===== config.mk =====
export PLATFORM = sky130hd
export DESIGN_NAME = branch_exec_unit
export DESIGN_NICKNAME = d
export VERILOG_FILES = /design/src/rtl/branch_exec_unit.sv
export SDC_FILE = /design/constraint.sdc
export NUM_CORES = 1
export LEC_CHECK = 0
export ABC_AREA = 0
export BUFFER_PORTS_ARGS = -buffer_cell sky130_fd_sc_hd__buf_4
export CORE_MARGIN = 2
export CORE_UTILIZATION = 52
export CTS_CLUSTER_DIAMETER = 100
export DETAILED_ROUTE_END_ITERATION = 8
export PLACE_DENSITY = 0.71
export SYNTH_ARGS = -nofsm -noshare
export SYNTH_HDL_FRONTEND = slang
export SYNTH_SLANG_ARGS = --single-unit
export TNS_END_PERCENT = 1

===== constraint.sdc =====
create_clock -name clk -period 20.4 [get_ports clk]
set_input_delay 3.06 -clock clk [delete_from_list [all_inputs] [get_ports clk]]
set_output_delay 3.06 -clock clk [all_outputs]
set_load 0.005 [all_outputs]

===== src/rtl/branch_exec_unit.sv =====
// rtl/branch_exec_unit.sv - branch resolve pipeline (accept, compute) with in-order CDB result buffer
// Types shared with the issue queue, ROB and testbench live in the package below.

package branch_exec_pkg;
  typedef enum logic [1:0] {
    BR_BR   = 2'd0,
    BR_JAL  = 2'd1,
    BR_JALR = 2'd2
  } br_type_e;

  typedef struct packed {
    logic        valid;
    logic [5:0]  ps1;
    logic [5:0]  ps2;
    logic [5:0]  pd;
    logic [4:0]  rob_id;
    logic [31:0] pc;
    logic [31:0] imm;
    logic [2:0]  funct3;
    br_type_e    br_type;
  } rename_data_t;

  typedef struct packed {
    logic        valid;
    logic [5:0]  pd;
    logic [31:0] value;
    logic [4:0]  rob_id;
  } cdb_entry_t;
endpackage

module branch_exec_unit
  import branch_exec_pkg::*;
#(
  parameter int FIFO_DEPTH = 4,
  parameter int CNT_W      = $clog2(FIFO_DEPTH) + 1
) (
  input  logic         clk,
  input  logic         rst,
  input  logic         flush,
  input  rename_data_t branch_entry_in,
  output logic         unit_busy,
  output logic [5:0]   prf_rs1_addr,
  output logic [5:0]   prf_rs2_addr,
  input  logic [31:0]  prf_rs1_data,
  input  logic [31:0]  prf_rs2_data,
  output logic         cdb_req,
  input  logic         cdb_gnt,
  output cdb_entry_t   cdb_out,
  output logic         br_taken,
  output logic [31:0]  br_target,
  output logic         br_mispredict,
  output logic         overflow_err
);

  localparam int PTR_W = $clog2(FIFO_DEPTH);

  typedef struct packed {
    cdb_entry_t  cdb;
    logic        taken;
    logic [31:0] target;
    logic        mispredict;
  } result_t;

  logic             r_s1_v;
  logic [5:0]       r_s1_pd;
  logic [4:0]       r_s1_rob_id;
  logic [31:0]      r_s1_pc;
  logic [31:0]      r_s1_imm;
  logic [2:0]       r_s1_funct3;
  br_type_e         r_s1_type;

  logic             r_s2_v;
  logic [5:0]       r_s2_pd;
  logic [4:0]       r_s2_rob_id;
  logic [31:0]      r_s2_pc;
  logic [31:0]      r_s2_imm;
  logic [2:0]       r_s2_funct3;
  br_type_e         r_s2_type;
  logic [31:0]      r_s2_rs1;
  logic [31:0]      r_s2_rs2;

  result_t          r_fifo [FIFO_DEPTH];
  logic [PTR_W-1:0] r_wr_ptr;
  logic [PTR_W-1:0] r_rd_ptr;
  logic [CNT_W-1:0] r_count;
  logic             r_overflow;

  logic [CNT_W:0]   w_occupancy;
  logic             w_empty;
  logic             w_accept;
  logic             w_push;
  logic             w_pop;
  logic [31:0]      w_pc4;
  logic             w_taken;
  logic [31:0]      w_target;
  result_t          w_result;
  result_t          w_head;

  // Pre-pop occupancy: a grant in this cycle does not free a slot for admission.
  assign w_occupancy = {1'b0, r_count} + {{CNT_W{1'b0}}, r_s1_v} + {{CNT_W{1'b0}}, r_s2_v};
  assign unit_busy   = w_occupancy >= (CNT_W + 1)'(FIFO_DEPTH);
  assign w_empty     = (r_count == '0);
  assign w_accept    = branch_entry_in.valid && !unit_busy;
  assign w_push      = r_s2_v;
  assign w_pop       = !w_empty && cdb_gnt;

  assign prf_rs1_addr = rst ? branch_entry_in.ps1 : 6'd0;
  assign prf_rs2_addr = rst ? branch_entry_in.ps2 : 6'd0;
  assign overflow_err = r_overflow;

  always_ff @(posedge clk or negedge rst) begin
    if (!rst) begin
      r_s1_v     <= 1'b0;
      r_s2_v     <= 1'b0;
      r_wr_ptr   <= '0;
      r_rd_ptr   <= '0;
      r_count    <= '0;
      r_overflow <= 1'b0;
    end else begin
      if (branch_entry_in.valid && unit_busy) begin
        r_overflow <= 1'b1;
      end
      if (flush) begin
        r_s1_v   <= 1'b0;
        r_s2_v   <= 1'b0;
        r_wr_ptr <= '0;
        r_rd_ptr <= '0;
        r_count  <= '0;
      end else begin
        r_s1_v <= w_accept;
        r_s2_v <= r_s1_v;
        if (w_push) r_wr_ptr <= r_wr_ptr + PTR_W'(1);
        if (w_pop)  r_rd_ptr <= r_rd_ptr + PTR_W'(1);
        case ({w_push, w_pop})
          2'b10:   r_count <= r_count + CNT_W'(1);
          2'b01:   r_count <= r_count - CNT_W'(1);
          default: r_count <= r_count;
        endcase
      end
    end
  end

  // Payload registers are qualified by the valid bits above and need no reset.
  always_ff @(posedge clk) begin
    if (w_accept) begin
      r_s1_pd     <= branch_entry_in.pd;
      r_s1_rob_id <= branch_entry_in.rob_id;
      r_s1_pc     <= branch_entry_in.pc;
      r_s1_imm    <= branch_entry_in.imm;
      r_s1_funct3 <= branch_entry_in.funct3;
      r_s1_type   <= branch_entry_in.br_type;
    end
    if (r_s1_v) begin
      r_s2_pd     <= r_s1_pd;
      r_s2_rob_id <= r_s1_rob_id;
      r_s2_pc     <= r_s1_pc;
      r_s2_imm    <= r_s1_imm;
      r_s2_funct3 <= r_s1_funct3;
      r_s2_type   <= r_s1_type;
      r_s2_rs1    <= prf_rs1_data;
      r_s2_rs2    <= prf_rs2_data;
    end
    if (w_push && !flush) begin
      r_fifo[r_wr_ptr] <= w_result;
    end
  end

  assign w_pc4 = r_s2_pc + 32'd4;

  always_comb begin
    w_taken  = 1'b0;
    w_target = w_pc4;
    w_result = '0;
    case (r_s2_type)
      BR_JAL: begin
        w_taken  = 1'b1;
        w_target = r_s2_pc + r_s2_imm;
      end
      BR_JALR: begin
        w_taken  = 1'b1;
        w_target = (r_s2_rs1 + r_s2_imm) & ~32'h1;
      end
      default: begin
        case (r_s2_funct3)
          3'b000:  w_taken = (r_s2_rs1 == r_s2_rs2);
          3'b001:  w_taken = (r_s2_rs1 != r_s2_rs2);
          3'b100:  w_taken = ($signed(r_s2_rs1) <  $signed(r_s2_rs2));
          3'b101:  w_taken = ($signed(r_s2_rs1) >= $signed(r_s2_rs2));
          3'b110:  w_taken = (r_s2_rs1 <  r_s2_rs2);
          3'b111:  w_taken = (r_s2_rs1 >= r_s2_rs2);
          default: w_taken = 1'b0;
        endcase
        if (w_taken) w_target = r_s2_pc + r_s2_imm;
      end
    endcase
    w_result.cdb.valid  = 1'b1;
    w_result.cdb.rob_id = r_s2_rob_id;
    // Conditional branches have no destination: pd=0 suppresses the register write.
    if (r_s2_type != BR_BR) begin
      w_result.cdb.value = w_pc4;
      w_result.cdb.pd    = r_s2_pd;
    end
    w_result.taken      = w_taken;
    w_result.target     = w_target;
    w_result.mispredict = (w_target != w_pc4);
  end

  always_comb begin
    w_head        = r_fifo[r_rd_ptr];
    cdb_req       = !w_empty;
    cdb_out       = '0;
    br_taken      = 1'b0;
    br_target     = 32'd0;
    br_mispredict = 1'b0;
    if (!w_empty) begin
      cdb_out       = w_head.cdb;
      br_taken      = w_head.taken;
      br_target     = w_head.target;
      br_mispredict = w_head.mispredict;
    end
  end

endmodule

==> impl_results.md, run 1 <==
* Internal Power at 2.50 mW
* Synth top area share at ~62%
* H-tree Lvls at 2
* R2r startpoint: r_s2_rs1[7]
* Drt pass-1 iters at 7
* # hold bufs at CTS at 0
* CP Cell Sequence: buf_4 > and2_1 > buf_4
* I/O pin total at 254
* Layout cell share with drive strength beyond 1 at 21.7%
* FF+latch count, synth at 542
* Largest net degree at the start of global routing at 78
* CTS sink count at 542
* Worst Path Buf+Inv at 2
* Maximum VDD drop at 93.9 uV
* Setup crit end kind: output port
* DP HPWL at 44200 um
* Post-DR wirelength/cell at 22.4 um
* Global Route Usage Sum at 24.3%
* Core Footprint at 0.0490 mm^2
* Hold WC Path Type: flip-flop to flip-flop
* Critical path arrival at roughly 3.5 ns
* Root Driver: clkbuf_16
* Worst Setup Start Kind: primary input
* # nets final at 2342
* Initial Util at 52.6%
* CP peak stage delay at 0.20 ns
* Gpl congestion at between 0.9 and 1
* Post-route minimum period at 6.60 ns
* Vert. Die Dim at roughly 230 um
* Number of flops mapped to enable cells by yosys at 532
* Final setup TNS at 0 ns
* Post-cts resize count at 0
* Crit path kind: primary input to output port
* Max-Cap Viols at 0
* Crit path max-delay family: buffers and inverters
* Crit share post-route at 32.4%
* Cell leakage power at 10.9 nW
* Die Width at 227 um
* Most frequent CP cell: buf_4
* Area contributors post-synth: edfxtp_1, mux4_2, ha_1
* Diodes inserted at 0
* CTS tree: done
* Cell area after synthesis at 0.0258 mm^2
* Clk_lat worst skew at 0.62 ns
* Max_slew headroom at between 20% and 30%
* Synth top cells by count: edfxtp_1, nor2_1, a21oi_1, ha_1, and2_1
* Part of the power in registers at 40.2%
* Via count at 16500
* Clock Pin Slew Worst Setup and Hold Paths at 0.06 ns
* Clock power frac at approximately 28%
* Comb power frac at 31.2%
* DR vias/cell at 5.94
* Worst EP required at 17.34 ns
* Synth-to-Final Area Change at 17.4%
* Detailed Route WL at around 62000 um
* Post-synth ARST share at between 1.5 and 2%
* 1st-iter DRT viols at 1223
* I/O Buffers at between 200 and 300
* Final number of max-transition violations at 0
* First-pass GRT wire length at about 94000 um
* Max FO, Critical Path at 22
* FILL cells at 3686
* Fmax at 151 MHz
* Area of the multi-input gates at roughly 0.0090 mm^2
* Synthesized area per cell at 14.1 um^2
* Antenna-violating nets left at 0
* DRC viols at 0
* Sw frac at a little under a third
* Post-synth top flop: edfxtp_1
* Synth Net Count at approximately 2100
* NetSw at 1.14 mW
* Most frequent cell after synthesis: edfxtp_1
* Initial antenna violation count at 0
* Layout Utilization at 61.8%
* Post-Syn Instances at 1822
* Die area at 0.0513 mm^2
* CP Launch Point: rst
* Row cnt at between 80 and 90
* Status: finished clean
* Final Hold Fails at 0
* Post-synth top area cell: edfxtp_1
* Library cells used by synthesis at 87
* Num CTS Buffers at between 50 and 60
* Register area at 0.0162 mm^2
* Worst Tran Pin Value at 1.13 ns
* Synth Warn # at 0
* Clock Path Buffers at 3
* Vias in the first global route at 16200
* Critical-path top delay cell: buf_4
* Final setup viols at 0
* Sequential share of the synthesized area at approximately 63%
* Hold wc startpoint: r_s1_pc[25]
* Worst Skew at 0.0367 ns
* GRT overflow at 0
* RSZ-0062 raised after global routing: false
* Number of setup buffers added after CTS at 0
* PwrDens at around 120 mW/mm^2
-- power groups by stage --
stage                     logic (mW)  registers, mW  clock network (mW)
final                           1.14           1.47                1.04
after global routing            1.23           1.48                1.10
after CTS                       1.13           1.47                1.06
after detailed placement        1.13           1.49                   0
after global placement          1.11           1.49                   0
after floorplan                0.700           1.46                   0
-- sequential cells by signal (all words and copies together) (netlist names), 5 cells and up --
signal,flops
r_s1_pc,32
r_s2_rs2,32
r_s2_rs1,32
r_s2_pc,32
r_s2_imm,32
r_s2_rob_id,5
r_fifo,308
r_s1_imm,32
r_s1_pd,6
r_s1_rob_id,5
r_s2_pd,6
-- cell usage in the layout (no fill, tap or decap), drive strengths merged, types with 59 or more instances in the layout --
cell    instances
nor2          121
inv            72
nand2          94
clkbuf         59
a21oi         108
ha            102
edfxtp        532
buf           273
mux4           77
xnor2          59
o21ai          66
and2          100
-- routing by layer --
layer / share of wire, % / vias to the layer above / global-route usage (%)
li1: - / 7562 / -
met1: 43 / 8159 / 34.1
met2: 48 / 667 / 39.7
met3: 6.2 / 111 / 3.06
met4: 2.9 / 0 / 8.45
met5: 0 / - / 0
-- through the flow --
| stage | power (mW) | hold WS [ns] | instance area (um^2) | worst slack (ns) | std cells |
|---|---|---|---|---|---|
| floorplan | 2.16 | 0.400 | 25800 | 13.46 | 1822 |
| global placement | 2.60 | 0.401 | 28400 | 13.80 | 2685 |
| detailed placement | 2.62 | 0.405 | 28400 | 13.78 | 2685 |
| CTS | 3.66 | 0.415 | 30200 | 13.78 | 2779 |
| global route | 3.81 | 0.420 | 30200 | 13.71 | 2779 |
| finish | 3.64 | 0.411 | 30200 | 13.80 | 2779 |
-- final cells by class --
| cell class | count | area share [%] |
|---|---|---|
| Sequential cell | 542 | 53.7 |
| Multi-Input combinational cell | 1136 | 29.7 |
| Timing Repair Buffer | 273 | 6.78 |
| Clock buffer | 59 | 4.46 |
| Tap cell | 664 | 2.75 |
| Clock inverter | 35 | 1.73 |
| Inverter | 70 | 0.869 |
-- logic make-up (layout without fill, tap and decap cells) --
logic type / Yosys count / in the layout / synth area share (%)
flip-flops: 542 / 542 / 63.0
AND/OR/NAND/NOR: 473 / 473 / 9.45
AO/OA/AOI/OAI: 363 / 363 / 9.30
XOR/XNOR: 103 / 103 / 3.50
adder cells (fa/ha/maj): 105 / 105 / 5.19
buffers and inverters: 144 / 437 / 2.17
multiplexers: 92 / 92 / 7.38
-- final timing paths --
check,end,slack (ns),cells after the start
max,prf_rs2_addr[3],13.80,3
min,r_s2_pc[25],0.41,0
max reg2reg,r_fifo[1][0],15.14,13
min reg2reg,r_s2_pc[25],0.41,0
max in group asynchronous,r_rd_ptr[0],17.91,1
min in group asynchronous,r_s1_v,2.29,1
(Power assumes the default switching activity.)
==> run 2: changes to the inputs <==
Settings changed: ABC_AREA 0 to 1, PLACE_DENSITY 0.71 to 0.7.
Clock period 20.4 ns to 6.55 ns, I/O delays scaled along.
==> run 2 against run 1 <==
Final area is 2.8% higher; synthesized area grew 3.6%; critical path depth rose by 3; utilization shrank 0.79 points; worst hold slack lost 0.17 ns; final cell count rose by 30%; via count increased by 24%; die area is 3.6% higher; non-clock buffer count is 2 lower; clock-buffer cell count increased by 8; sequential share of layout area shrank 1.5 points; clock skew shrank 0.0091 ns; critical path type is now flip-flop to output port; largest cell class unchanged.
==> impl_results.md, run 2 <==
* Layout cell share with drive strength beyond 1 at 13.6% (-8.0 points)
* Critical path arrival at 3.40 ns (-0.14 ns)
* Worst Path Buf+Inv at 2 (unchanged)
* CP Cell Sequence: buf_4 > nor2_1 > nor2_1 > o21ai_0 > a21oi_1 > buf_4
* Number of setup buffers added after CTS at 0 (unchanged)
* Max_slew headroom at 11.1% (-14 points)
* Cell area after synthesis at 0.0267 mm^2 (+3.6%)
* Register area at 0.0162 mm^2 (about the same)
* Fmax at 228 MHz
* Row cnt at 83 (+2.5%)
* Final setup viols at 0 (unchanged)
* CTS tree: done
* Crit share post-route at 66.9%
* Design Power at 10.5 mW (+190%)
* Worst Setup Start Kind: flip-flop
* Capture point of the worst reg-to-reg path: r_fifo[0][0]
* Layout Utilization at 61.0% (-0.79 points)
* Most common cell after layout, fill and taps aside: edfxtp_1
* DP HPWL at 55400 um (+25%)
* Area of the multi-input gates at 0.00921 mm^2 (+2.5%)
* R2r setup slk at 2.41 ns (-12.73 ns)
* Post-synth top area cell: edfxtp_1
* Maximum VDD drop at 315 uV (+240%)
* Sequential share of the synthesized area at 60.8% (-2.2 points)
* Antenna-violating nets left at 0 (unchanged)
* Most frequent cell after synthesis: edfxtp_1
* Worst EP required at 5.57 ns (-11.77 ns)
* Worst Tran Pin Value at 1.33 ns (+0.205 ns)
* Number of flops mapped to enable cells by yosys at 532 (unchanged)
* Library cells used by synthesis at 48 (-45%)
* Synth-to-Final Area Change at 16.5%
* Max FFs per register at 308 (unchanged)
* Initial antenna violation count at 1 (+1)
* Area contributors post-synth: edfxtp_1, nor2_1, nand2_1
* RSZ-0062 raised after global routing: false
* DRC viols at 0 (unchanged)
* 1st-iter DRT viols at 2002 (+64%)
* Post-synth ARST share at 1.85% (unchanged)
* Design area at 0.0311 mm^2 (+2.8%)
* Vert. Die Dim at 231 um (+1.8%)
* Vias in the first global route at 19600 (+21%)
* H-tree Lvls at 2 (unchanged)
* Synth top area share at 59.9% (-2.2 points)
* Worst Skew at 0.0276 ns (-0.00913 ns)
* Critical-path top delay cell: buf_4
* Post-DR wirelength/cell at 21.3 um (-4.7%)
* # nets final at 3156 (+35%)
* Clk_lat worst skew at 0.61 ns (about the same)
* I/O Buffers at 253 (unchanged)
* Synthesized area per cell at 10.1 um^2 (-29%)
* Post-route minimum period at 4.39 ns
* I/O pin total at 254 (unchanged)
* Place WS at 2.47 ns (-11.31 ns)
* Hold WC Path Type: primary input to asynchronous set/reset pin
* Max FO, Critical Path at 101 (+360%)
* Synth Net Count at 2913 (+40%)
* Post-Syn Instances at 2647 (+45%)
* Reg with most FFs: r_fifo
* R2r startpoint: r_s2_rs1[7]
* CTS sink count at 542 (unchanged)
* Status: finished clean
* PwrDens at 337 mW/mm^2 (+180%)
* DR vias/cell at 5.65 (-4.8%)
* Crit path max-delay family: buffers and inverters
* Clock Path Buffers at 3 (unchanged)
* CP peak stage delay at 0.93 ns (+0.73 ns)
* Max-Cap Viols at 0 (unchanged)
* Clock Pin Slew Worst Setup and Hold Paths at 0.07 ns (about the same)
* Global Route Usage Sum at 28.7% (+4.4 points)
* Detailed Route WL at 77100 um (+24%)
* Core Footprint at 0.0510 mm^2 (+4.2%)
* GRT overflow at 0 (unchanged)
* FF+latch count, synth at 542 (unchanged)
* Via count at 20400 (+24%)
* Hold slack at 0.238 ns (-0.174 ns)
* Commonest non-fill, non-tap cells in the layout: edfxtp_1, nor2_1, nand2_1, buf_4, inv_1
* Root Driver: clkbuf_16
* Drt pass-1 iters at 7 (unchanged)
* Die Width at 231 um (+1.8%)
* First-pass GRT wire length at 115000 um (+23%)
* Setup crit end kind: output port
* Initial Util at 52.3% (-0.26 points)
* Gpl congestion at 0.960 (+3.7%)
* FF-to-FF path depth at 22 (+9)
* Post-synth top flop: edfxtp_1
* Setup ws final at 2.16 ns (-11.63 ns)
* Final number of max-transition violations at 0 (unchanged)
* Final setup TNS at 0 ns (unchanged)
* Cell Count, Final, Fillers Out at 3616 (+30%)
* Crit path kind: flip-flop to output port
* Largest net degree at the start of global routing at 102 (+31%)
* Cell leakage power at 12.6 nW (+15%)
* Die area at 0.0532 mm^2 (+3.6%)
* Synth Warn # at 0 (unchanged)
* Area of placed instances at 0.0293 mm^2 (+3.2%)
* Final Hold Fails at 0 (unchanged)
* Placed Instances at 3513 (+31%)
* Synth top cells by count: edfxtp_1, nor2_1, nand2_1, inv_1, o21ai_0
* Num CTS Buffers at 55 (+3.8%)
* # hold bufs at CTS at 0 (unchanged)
* Post-cts resize count at 0 (unchanged)
* FILL cells at 4172 (+13%)
run 2: cell types whose count changed in the layout (fill, tap and decap cells not counted), moves of 77 or more:
cell,before,now
a21oi_1,108,190
nor2_1,119,456
mux4_2,77,0
and2_1,96,3
o21ai_0,56,224
nand2_1,94,388
inv_1,68,247
nand3_1,34,155
run 2: cell type report:
class,count,area share (%)
diodes,1,0.00805
clock buffers,67,4.71
clock inverters,35,1.14
inverters,250,3.03
multi-input cells,1770,29.6
flip-flops and latches,542,52.2
well taps,680,2.74
repair buffers,271,6.54
run 2: report_power, final:
part,total [mW],leakage (nW),switching (mW),internal (mW)
registers,4.41,5.01,0.187,4.22
clock network,3.13,0.902,1.30,1.83
logic,2.93,6.66,1.93,1.00
run 2: cells by family after synthesis:
family | share of synthesized area [%]
AO/OA/AOI/OAI | 9.24
flip-flops | 60.8
XOR/XNOR | 1.51
buffers and inverters | 4.85
adder cells (fa/ha/maj) | 5.01
AND/OR/NAND/NOR | 18.6
run 2: worst reg2reg max path: stages (launching register included):
cell	delay, ns
edfxtp_1	0.40
ha_1	0.31
nand2_1	0.08
nor2_1	0.19
o21ai_0	0.13
nand3_1	0.14
nand2_1	0.06
nand2_1	0.15
nand2_1	0.17
nand3_2	0.13
nand3_2	0.10
nand2_4	0.24
nand3_4	0.46
nor2_8	0.47
nand2_1	0.13
nand3_1	0.11
nand2_1	0.07
nand2_1	0.07
nand2_1	0.04
nor2_1	0.08
nand2_1	0.06
nor2_1	0.15
nand2_1	0.12
run 2: worst max-delay path by stage:
stage	startpoint	endpoint	slack, ns	cells past startpoint
3_5_place_dp	r_s2_rs1[7]	r_fifo[2][0]	2.47	22
5_1_grt	r_rd_ptr[0]	br_target[22]	1.99	6
3_3_place_gp	r_s2_pc[17]	r_fifo[0][0]	2.57	18
6_report	r_rd_ptr[0]	br_target[22]	2.16	6
2_1_floorplan	r_s1_v	r_s1_funct3[0]	1.27	3
4_1_cts	r_rd_ptr[0]	br_target[22]	2.18	6
run 2: per-layer routing:
| metal | vias up | global-route usage, % | share of wire, % |
|---|---|---|---|
| met3 | 120 | 4.14 | 6.6 |
| met5 | - | 0 | 0 |
| met1 | 9876 | 39.2 | 42 |
| met4 | 0 | 9.21 | 3.1 |
| met2 | 771 | 47.7 | 48 |
| li1 | 9662 | - | - |
